<file path="config.mk">
export PLATFORM = sky130hd
export DESIGN_NAME = serial_subtractor_flat
export DESIGN_NICKNAME = d
export VERILOG_FILES = /design/src/rtl/serial_subtractor_if.sv /design/src/rtl/serial_subtractor.sv /design/src/flat_wrapper.sv
export SDC_FILE = /design/constraint.sdc
export NUM_CORES = 1
export LEC_CHECK = 0
export CORE_MARGIN = 2
export CORE_UTILIZATION = 30
export CTS_BUF_LIST = sky130_fd_sc_hd__clkbuf_8
export CTS_CLUSTER_DIAMETER = 150
export CTS_CLUSTER_SIZE = 16
export DETAILED_ROUTE_END_ITERATION = 16
export GPL_TIMING_DRIVEN = 0
export PLACE_DENSITY_LB_ADDON = 0.05
export REMOVE_ABC_BUFFERS = 1
export SLEW_MARGIN = 20
export SYNTH_ARGS = -nofsm -noshare
export SYNTH_HDL_FRONTEND = slang
export SYNTH_SLANG_ARGS = --single-unit
</file>
<file path="constraint.sdc">
create_clock -name clk -period 2 [get_ports clk]
set_clock_uncertainty 0.15 [all_clocks]
set_input_delay 0.2 -clock clk [delete_from_list [all_inputs] [get_ports clk]]
set_output_delay 0.2 -clock clk [all_outputs]
set_load 0.03 [all_outputs]
</file>
<file path="src/rtl/serial_subtractor_if.sv">
// Handshake and operand/result bundle for the bit-serial subtractor.
// The master side (controller) drives start and the operands; the slave
// side (subtractor) returns busy/done and the registered result.
interface serial_subtractor_if #(
  parameter int WIDTH = 4
);
  logic             start;
  logic [WIDTH-1:0] a;
  logic [WIDTH-1:0] b;
  logic             busy;
  logic             done;
  logic [WIDTH-1:0] diff;
  logic             borrow;

  modport master (
    output start, a, b,
    input  busy, done, diff, borrow
  );

  modport slave (
    input  start, a, b,
    output busy, done, diff, borrow
  );
endinterface

</file>
<file path="src/rtl/serial_subtractor.sv">
// Bit-serial subtractor: DIFF = A - B, LSB first, one bit per clock.
// A single full-adder cell sees the A bit, the inverted B bit and a carry
// preset to 1, which together form the two's-complement subtraction.
// The final carry-out is inverted to give the unsigned borrow (A < B).
module serial_subtractor #(
  parameter int WIDTH = 4
) (
  input  logic                clk,
  input  logic                rst,
  serial_subtractor_if.slave  bus
);

  localparam int CNT_W = (WIDTH > 2) ? $clog2(WIDTH) : 1;
  localparam logic [CNT_W-1:0] CNT_LAST = CNT_W'(WIDTH - 1);

  typedef enum logic [1:0] {
    IDLE = 2'd0,
    RUN  = 2'd1,
    DONE = 2'd2
  } state_t;

  state_t           state_q, state_d;
  logic [WIDTH-1:0] a_q, a_d;
  logic [WIDTH-1:0] b_q, b_d;
  logic [WIDTH-1:0] res_q, res_d;
  logic             carry_q, carry_d;
  logic [CNT_W-1:0] cnt_q, cnt_d;
  logic [WIDTH-1:0] diff_q, diff_d;
  logic             borrow_q, borrow_d;

  logic             fa_a, fa_b, fa_s, fa_co;
  logic [WIDTH-1:0] res_shift;

  // Full-adder cell: A bit plus inverted B bit plus running carry
  always_comb begin
    fa_a      = a_q[0];
    fa_b      = ~b_q[0];
    fa_s      = fa_a ^ fa_b ^ carry_q;
    fa_co     = (fa_a & fa_b) | (fa_a & carry_q) | (fa_b & carry_q);
    res_shift = {fa_s, res_q[WIDTH-1:1]};
  end

  // Next-state and datapath control for IDLE -> RUN -> DONE -> IDLE
  always_comb begin
    state_d  = state_q;
    a_d      = a_q;
    b_d      = b_q;
    res_d    = res_q;
    carry_d  = carry_q;
    cnt_d    = cnt_q;
    diff_d   = diff_q;
    borrow_d = borrow_q;

    unique case (state_q)
      IDLE: begin
        if (bus.start) begin
          a_d     = bus.a;
          b_d     = bus.b;
          res_d   = '0;
          carry_d = 1'b1;
          cnt_d   = '0;
          state_d = RUN;
        end
      end
      RUN: begin
        a_d     = {1'b0, a_q[WIDTH-1:1]};
        b_d     = {1'b0, b_q[WIDTH-1:1]};
        res_d   = res_shift;
        carry_d = fa_co;
        cnt_d   = cnt_q + CNT_W'(1);
        if (cnt_q == CNT_LAST) begin
          // Last bit: publish the completed result and the borrow
          diff_d   = res_shift;
          borrow_d = ~fa_co;
          state_d  = DONE;
        end
      end
      DONE: begin
        state_d = IDLE;
      end
      default: begin
        state_d = IDLE;
      end
    endcase
  end

  // State, shift registers and result; reset clears every partial value
  always_ff @(posedge clk or posedge rst) begin
    if (rst) begin
      state_q  <= IDLE;
      a_q      <= '0;
      b_q      <= '0;
      res_q    <= '0;
      carry_q  <= 1'b0;
      cnt_q    <= '0;
      diff_q   <= '0;
      borrow_q <= 1'b0;
    end else begin
      state_q  <= state_d;
      a_q      <= a_d;
      b_q      <= b_d;
      res_q    <= res_d;
      carry_q  <= carry_d;
      cnt_q    <= cnt_d;
      diff_q   <= diff_d;
      borrow_q <= borrow_d;
    end
  end

  assign bus.busy   = (state_q == RUN);
  assign bus.done   = (state_q == DONE);
  assign bus.diff   = diff_q;
  assign bus.borrow = borrow_q;

endmodule

</file>
<file path="src/flat_wrapper.sv">
// flat-port wrapper written by rule: the top's interface ports become plain ports
module serial_subtractor_flat 
#(
  parameter int WIDTH = 4
)
  (clk, rst, bus_start, bus_a, bus_b, bus_busy, bus_done, bus_diff, bus_borrow);
  serial_subtractor_if #(.WIDTH(WIDTH)) bus_i ();
  input  logic clk;
  input  logic rst;
  input wire logic [$bits(bus_i.start)-1:0] bus_start;
  input wire logic [$bits(bus_i.a)-1:0] bus_a;
  input wire logic [$bits(bus_i.b)-1:0] bus_b;
  output wire logic [$bits(bus_i.busy)-1:0] bus_busy;
  output wire logic [$bits(bus_i.done)-1:0] bus_done;
  output wire logic [$bits(bus_i.diff)-1:0] bus_diff;
  output wire logic [$bits(bus_i.borrow)-1:0] bus_borrow;
  assign bus_i.start = bus_start;
  assign bus_i.a = bus_a;
  assign bus_i.b = bus_b;
  assign bus_busy = bus_i.busy;
  assign bus_done = bus_i.done;
  assign bus_diff = bus_i.diff;
  assign bus_borrow = bus_i.borrow;
  serial_subtractor #(.WIDTH(WIDTH)) u_core (.clk(clk), .rst(rst), .bus(bus_i));
endmodule
</file>
==> impl_metrics.csv, run 1 <==
group,metric,value,unit
run_status,status,"finished clean",
global_routing,grt_overflow_total,0,
floorplanning,die_w,62.73,µm
clocking,cts_made_buffers,3,
final_layout,nets,108,
synthesis,synth.top_cell.area_share,50.79,%
power,combPwrFrac,45.8,%
synthesis,async_flop_share,100.0,%
synthesis,synth_cell_types,25,
final_layout,syn_to_final_growth,24.18,%
floorplanning,die_y,62.73,µm
timing,hold_viol,0,
clocking,cts_root_buf,"clkbuf_8",
global_routing,track_usage,10.88,%
critical_path,slowest_delay,430,ps
synthesis,synthTopCellsByCount,"21 x dfrtp_1, 8 x inv_1, 6 x a22o_1",
min_path,hp-class,"in -> async",
synthesis,synth_area_per_cell,13.80,µm²
power,cellInternalPower,0.001221,W
power,swShare,38.93,%
drt,dr.pass1.iters,3,
power,clock_power_share,14.0,%
floorplanning,rows,21,
place,dpl.hpwl,1258,µm
power,power_frac_seq,40.2,%
floorplanning,initial_core_util,31.01,%
timing,drv_slew,0,
global_routing,grt_pass1_wl,3312,µm
final_layout,drive_gt1_share,23.40,%
power,total_power,0.001999,W
drt,drtIter0Drc,24,
timing,finalCritPeriodShare,92.83,%
timing,slew_headroom,44.01,%
drt,drt-total-wl,1896,µm
power,p_per_area,1556,mW/mm²
critical_path,critPathLaunchType,"flop",
critical_path,crit_buf_inv,3,
drt,antenna_left,0,
timing,finalSetupViolCount,0,
clocking,clock_latency,260,ps
drt,wire_per_inst,13.54,µm
clocking,clock_sink_count,21,
clocking,clkSlewWorstSetupHoldPaths,80,ps
critical_path,cp_max_fo,7,
critical_path,reg2reg_slack,500,ps
synthesis,synth_flop_cell,"dfrtp_1",
final_layout,fill_cells,345,
drt,via_per_inst,4.550,
synthesis,syn-cell-area,0.001035,mm²
timing,worst_slew_pin_slew,839.0,ps
power,ir_worst_vdd,0.0005715,V
floorplanning,coreArea,0.003337,mm²
global_routing,antenna_found_initial,0,
timing,rsz0062_at_grt,"no",
power,power.leakage,0.5717,nW
synthesis,synth_top_area_cell,"dfrtp_1",
final_layout,insertedDiodeCount,0,
synthesis,synth_edf_count,0,
job,maxCapViolCount,0,
critical_path,reg2reg_from,"u_core.b_q[0]$_DFFE_PP0P_",
critical_path,crit_type,"reg -> out",
clocking,cts_tree,"yes",
place,gp_congestion,0.6451,
critical_path,critical-path-slowest-cell,"dfrtp_2",
synthesis,synth-seq-area-share,50.79,%
drt,drc,0,
critical_path,crit_path_end_kind,"output port",
clocking,cts_buffer_depth,2,
place,dpl-instance-area,0.001221,mm²
drt,vias,637,
global_routing,grt_pass1_vias,689,
global_routing,grt_max_degree,22,
timing,min_period,1857,ps
power,p_switching,0.0007785,W
final_layout,stdcell_area,0.001285,mm²
synthesis,ys_ff_latch,21,
critical_path,crit_chain,"buf_4 -> nand2b_4 -> inv_4 -> dlygate4sd2_1",
critical_path,path_delay_family,"buffers and inverters",
synthesis,yosysWarnings,0,
synthesis,synth_most_common_cell,"dfrtp_1",
place,port_buffers,17,
synthesis,syn_inst,75,
timing,clock.fmax,538.6,MHz
critical_path,critPathLaunch,"u_core.state_q[1]$_DFFE_PP0P_",
critical_path,required,1650,ps
floorplanning,die_area,0.003935,mm²
clocking,htree_num_levels,1,
critical_path,cp.arrival,1510,ps
synthesis,synthTopCellsByArea,"dfrtp_1 51%, a221oi_2 7.3%, a22o_1 5.1%, mux2_1 4.4%, nor4b_2 4.4%",
floorplanning,num_io_pins,18,
## power by group through the flow
stage          clock [W]  combinational (W)  sequential (W)
2_1_floorplan          0           0.000571        0.000880
3_3_place_gp           0           0.000901        0.000827
3_5_place_dp           0           0.000905        0.000835
4_1_cts         0.000292           0.000936        0.000814
5_1_grt         0.000309            0.00101        0.000837
6_report        0.000280           0.000916        0.000804
## stage by stage
stage | util (%) | worst slack [ps] | hold slack, ps | cells | TNS, ps
2_1_floorplan | - | 413.5 | 26.53 | 71 | 0
3_3_place_gp | 36.60 | -185.8 | 326.4 | 134 | -185.8
3_5_place_dp | 36.60 | -187.5 | 331.5 | 134 | -187.5
4_1_cts | 38.51 | 123.4 | 273.1 | 140 | 0
5_1_grt | 38.51 | 87.00 | 339.7 | 140 | 0
6_report | 38.51 | 143.4 | 255.1 | 140 | 0
## state kept, by name (all words and copies together), names as in the netlist
name / cells
u_core.a_q: 4
u_core.b_q: 4
u_core.bus.borrow: 1
u_core.bus.diff: 4
u_core.carry_q: 1
u_core.cnt_q: 2
u_core.res_q: 3
u_core.state_q: 2
## cells in the final DEF, fill, tap and decap left out
cell type         n
nor2_1            4
nand2b_1          2
inv_4             1
a22o_1            6
dlygate4sd2_1     2
o22a_1            1
clkbuf_8          3
fa_1              1
nor4b_2           3
dfrtp_2           1
clkdlybuf4s50_1  15
buf_4             2
dfrtp_1          19
dfrtp_4           1
o21bai_4          1
mux2_1            4
nor4b_1           3
nand2b_4          1
ha_1              1
nor3b_2           1
nor2b_1           1
clkinv_2          1
a21oi_1           1
mux2i_1           2
o21ba_1           1
a221oi_2          5
nand3b_4          1
inv_1             8
a221oi_1          1
inv_2             1
## timing repair
action,in CTS,in global routing
hold buffers,0,0
setup endpoints to repair,2,0
gates resized for setup,5,0
buffers inserted,2,0
## logic make-up after synthesis
group | after synthesis | share of synthesized area (%)
AO/OA/AOI/OAI | 16 | 17.29
buffers and inverters | 14 | 7.860
multiplexers | 6 | 6.288
adder cells (fa/ha/maj) | 2 | 3.144
AND/OR/NAND/NOR | 16 | 14.63
flip-flops | 21 | 50.79
## area by class of cell
cell class	instances	area (µm²)	share of cell area [%]
Sequential cell	21	530.5	41.29
Clock inverter	1	5.005	0.3895
Inverter	10	40.04	3.116
Timing Repair Buffer	19	182.7	14.22
Clock buffer	3	41.29	3.213
Tap cell	46	57.56	4.479
Multi-Input combinational cell	40	427.9	33.30
## worst paths after layout
check,depth (start not counted),end
worst max-delay path,4,bus_busy
worst min-delay path,2,u_core.b_q[2]$_DFFE_PP0P_
worst max register to register,3,u_core.bus.diff[3]$_DFFE_PP0P_
worst min register to register,1,u_core.bus.diff[0]$_DFFE_PP0P_
max in group asynchronous,2,u_core.state_q[0]$_DFFE_PP0P_
min in group clk,1,u_core.bus.diff[0]$_DFFE_PP0P_
## layer usage
layer  wire [µm]  track usage (%)  up-vias  share of wire (%)
met2         837            15.73       11                 44
met1         952            15.13      313                 50
li1            -                -      311                  -
met3          85            2.883        2                4.5
met5           0                0        -                  0
met4          20            5.000        0                1.1
Note: power is estimated with default switching activity, not from simulation.
==> inputs of run 2 (changes only) <==
- CTS_CLUSTER_SIZE: 16 -> 14
==> results of run 2 <==
Same layout as run 1: the final DEF is identical, and so are final timing and power.
==> inputs of run 3 (changes only) <==
- SKIP_CTS_REPAIR_TIMING: not set -> 1
==> impl_metrics.csv, run 3 (synthesis results as in run 1) <==
group,metric,value,unit
drt,dr.pass1.iters,4,
place,gp_congestion,0.6451,
critical_path,r2r_end,"u_core.bus.diff[3]$_DFFE_PP0P_",
power,power.leakage,0.5817,nW
place,port_buffers,17,
critical_path,reg2reg_from,"u_core.b_q[0]$_DFFE_PP0P_",
drt,drtIter0Drc,20,
critical_path,crit_type,"reg -> out",
final_layout,drive_gt1_share,21.74,%
power,ir_worst_vdd,0.0005455,V
power,p_per_area,1556,mW/mm²
critical_path,cp_max_fo,17,
min_path,hp-class,"in -> async",
floorplanning,die_area,0.003935,mm²
drt,via_per_inst,4.667,
power,swShare,38.81,%
drt,drc,0,
clocking,clock_latency,260,ps
drt,drt-total-wl,1848,µm
critical_path,reg2reg_slack,510,ps
final_layout,final_cell_mix,"19 x dfrtp_1, 15 x clkdlybuf4s50_1, 8 x inv_1",
power,total_power,0.001992,W
clocking,cts_tree,"yes",
drt,antenna_left,0,
floorplanning,die_y,62.73,µm
timing,drv_slew,0,
place,pre_cts_ws,-187.5,ps
power,combPwrFrac,44.5,%
run_status,status,"finished clean",
job,maxCapViolCount,0,
clocking,htree_num_levels,1,
timing,finalSetupViolCount,0,
timing,clock.fmax,560.1,MHz
power,power_frac_seq,41.6,%
global_routing,antenna_found_initial,0,
clocking,clock_sink_count,21,
power,clock_power_share,13.9,%
critical_path,required,1650,ps
critical_path,cp.arrival,1440,ps
final_layout,insertedDiodeCount,0,
power,cellInternalPower,0.001219,W
global_routing,grt_pass1_wl,3291,µm
final_layout,syn_to_final_growth,23.70,%
final_layout,nets,106,
floorplanning,num_io_pins,18,
clocking,clkSlewWorstSetupHoldPaths,80,ps
timing,fin_ws,214.5,ps
clocking,cts_buffer_depth,2,
clocking,cts_root_buf,"clkbuf_8",
timing,min_period,1786,ps
power,p_switching,0.0007731,W
global_routing,grt_max_degree,22,
drt,vias,644,
clocking,cts_made_buffers,3,
floorplanning,coreArea,0.003337,mm²
final_layout,final_common_cell,"dfrtp_1",
timing,rsz0062_at_grt,"no",
drt,wire_per_inst,13.39,µm
critical_path,crit_path_end_kind,"output port",
timing,finalCritPeriodShare,89.28,%
global_routing,grt_overflow_total,0,
place,dpl.hpwl,1258,µm
floorplanning,initial_core_util,31.01,%
timing,slew_headroom,43.90,%
final_layout,final_core_util,38.36,%
timing,worst_slew_pin_slew,840.6,ps
floorplanning,rows,21,
floorplanning,die_w,62.73,µm
timing,hold_viol,0,
critical_path,critPathLaunchType,"flop",
global_routing,grt_pass1_vias,681,
global_routing,track_usage,10.80,%
critical_path,worst_r2r_path_depth,3,
==> run 3: how the worst max path moves through the flow <==
stage | startpoint | end | depth (start not counted)
floorplan | u_core.state_q[0]$_DFFE_PP0P_ | u_core.bus.diff[0]$_DFFE_PP0P_ | 2
global placement | u_core.state_q[0]$_DFFE_PP0P_ | bus_busy | 3
detailed placement | u_core.state_q[0]$_DFFE_PP0P_ | bus_busy | 3
CTS | u_core.state_q[0]$_DFFE_PP0P_ | bus_busy | 3
global route | u_core.state_q[1]$_DFFE_PP0P_ | bus_busy | 3
finish | u_core.state_q[1]$_DFFE_PP0P_ | bus_busy | 3
==> run 3: layout make-up <==
cell class,instances,area [µm²]
timing repair buffer,17,175.2
sequential,21,533.0
fill,347,2057
clock inverter,1,5.005
inverter,10,40.04
clock buffer,3,41.29
tap,46,57.56
multi-input combinational,40,427.9
==> run 3: metrics by stage <==
step	TNS (ps)	hold WS, ps	cell area (µm²)	std cells
final	0	256.4	1280	138
after global routing	0	340.7	1280	138
after CTS	-772.7	273.1	1267	138
after detailed placement	-187.5	331.5	1221	134
after global placement	-185.8	326.4	1221	134
after floorplan	0	26.53	993.5	71
==> run 3: power by group through the flow <==
stage          logic [W]  registers (W)  clock network (W)
2_1_floorplan   0.000571       0.000880                  0
3_3_place_gp    0.000901       0.000827                  0
3_5_place_dp    0.000905       0.000835                  0
4_1_cts         0.000907       0.000827           0.000292
5_1_grt         0.000976       0.000863           0.000307
6_report        0.000886       0.000828           0.000277
==> run 3: routing by layer <==
layer  vias to the layer above  share of wire, %  global-route usage, %
met5                         -                 0                      0
met4                         0               1.2                  5.000
met3                         2               6.3                  2.883
met2                        17                43                  15.46
met1                       319                49                  15.13
li1                        306                 -                      -
==> run 3: critical path: stages (launching register included) <==
cell and delay [ps]:
dfrtp_4 580, nand2b_4 190, inv_4 110, dlymetal6s2s_1 300
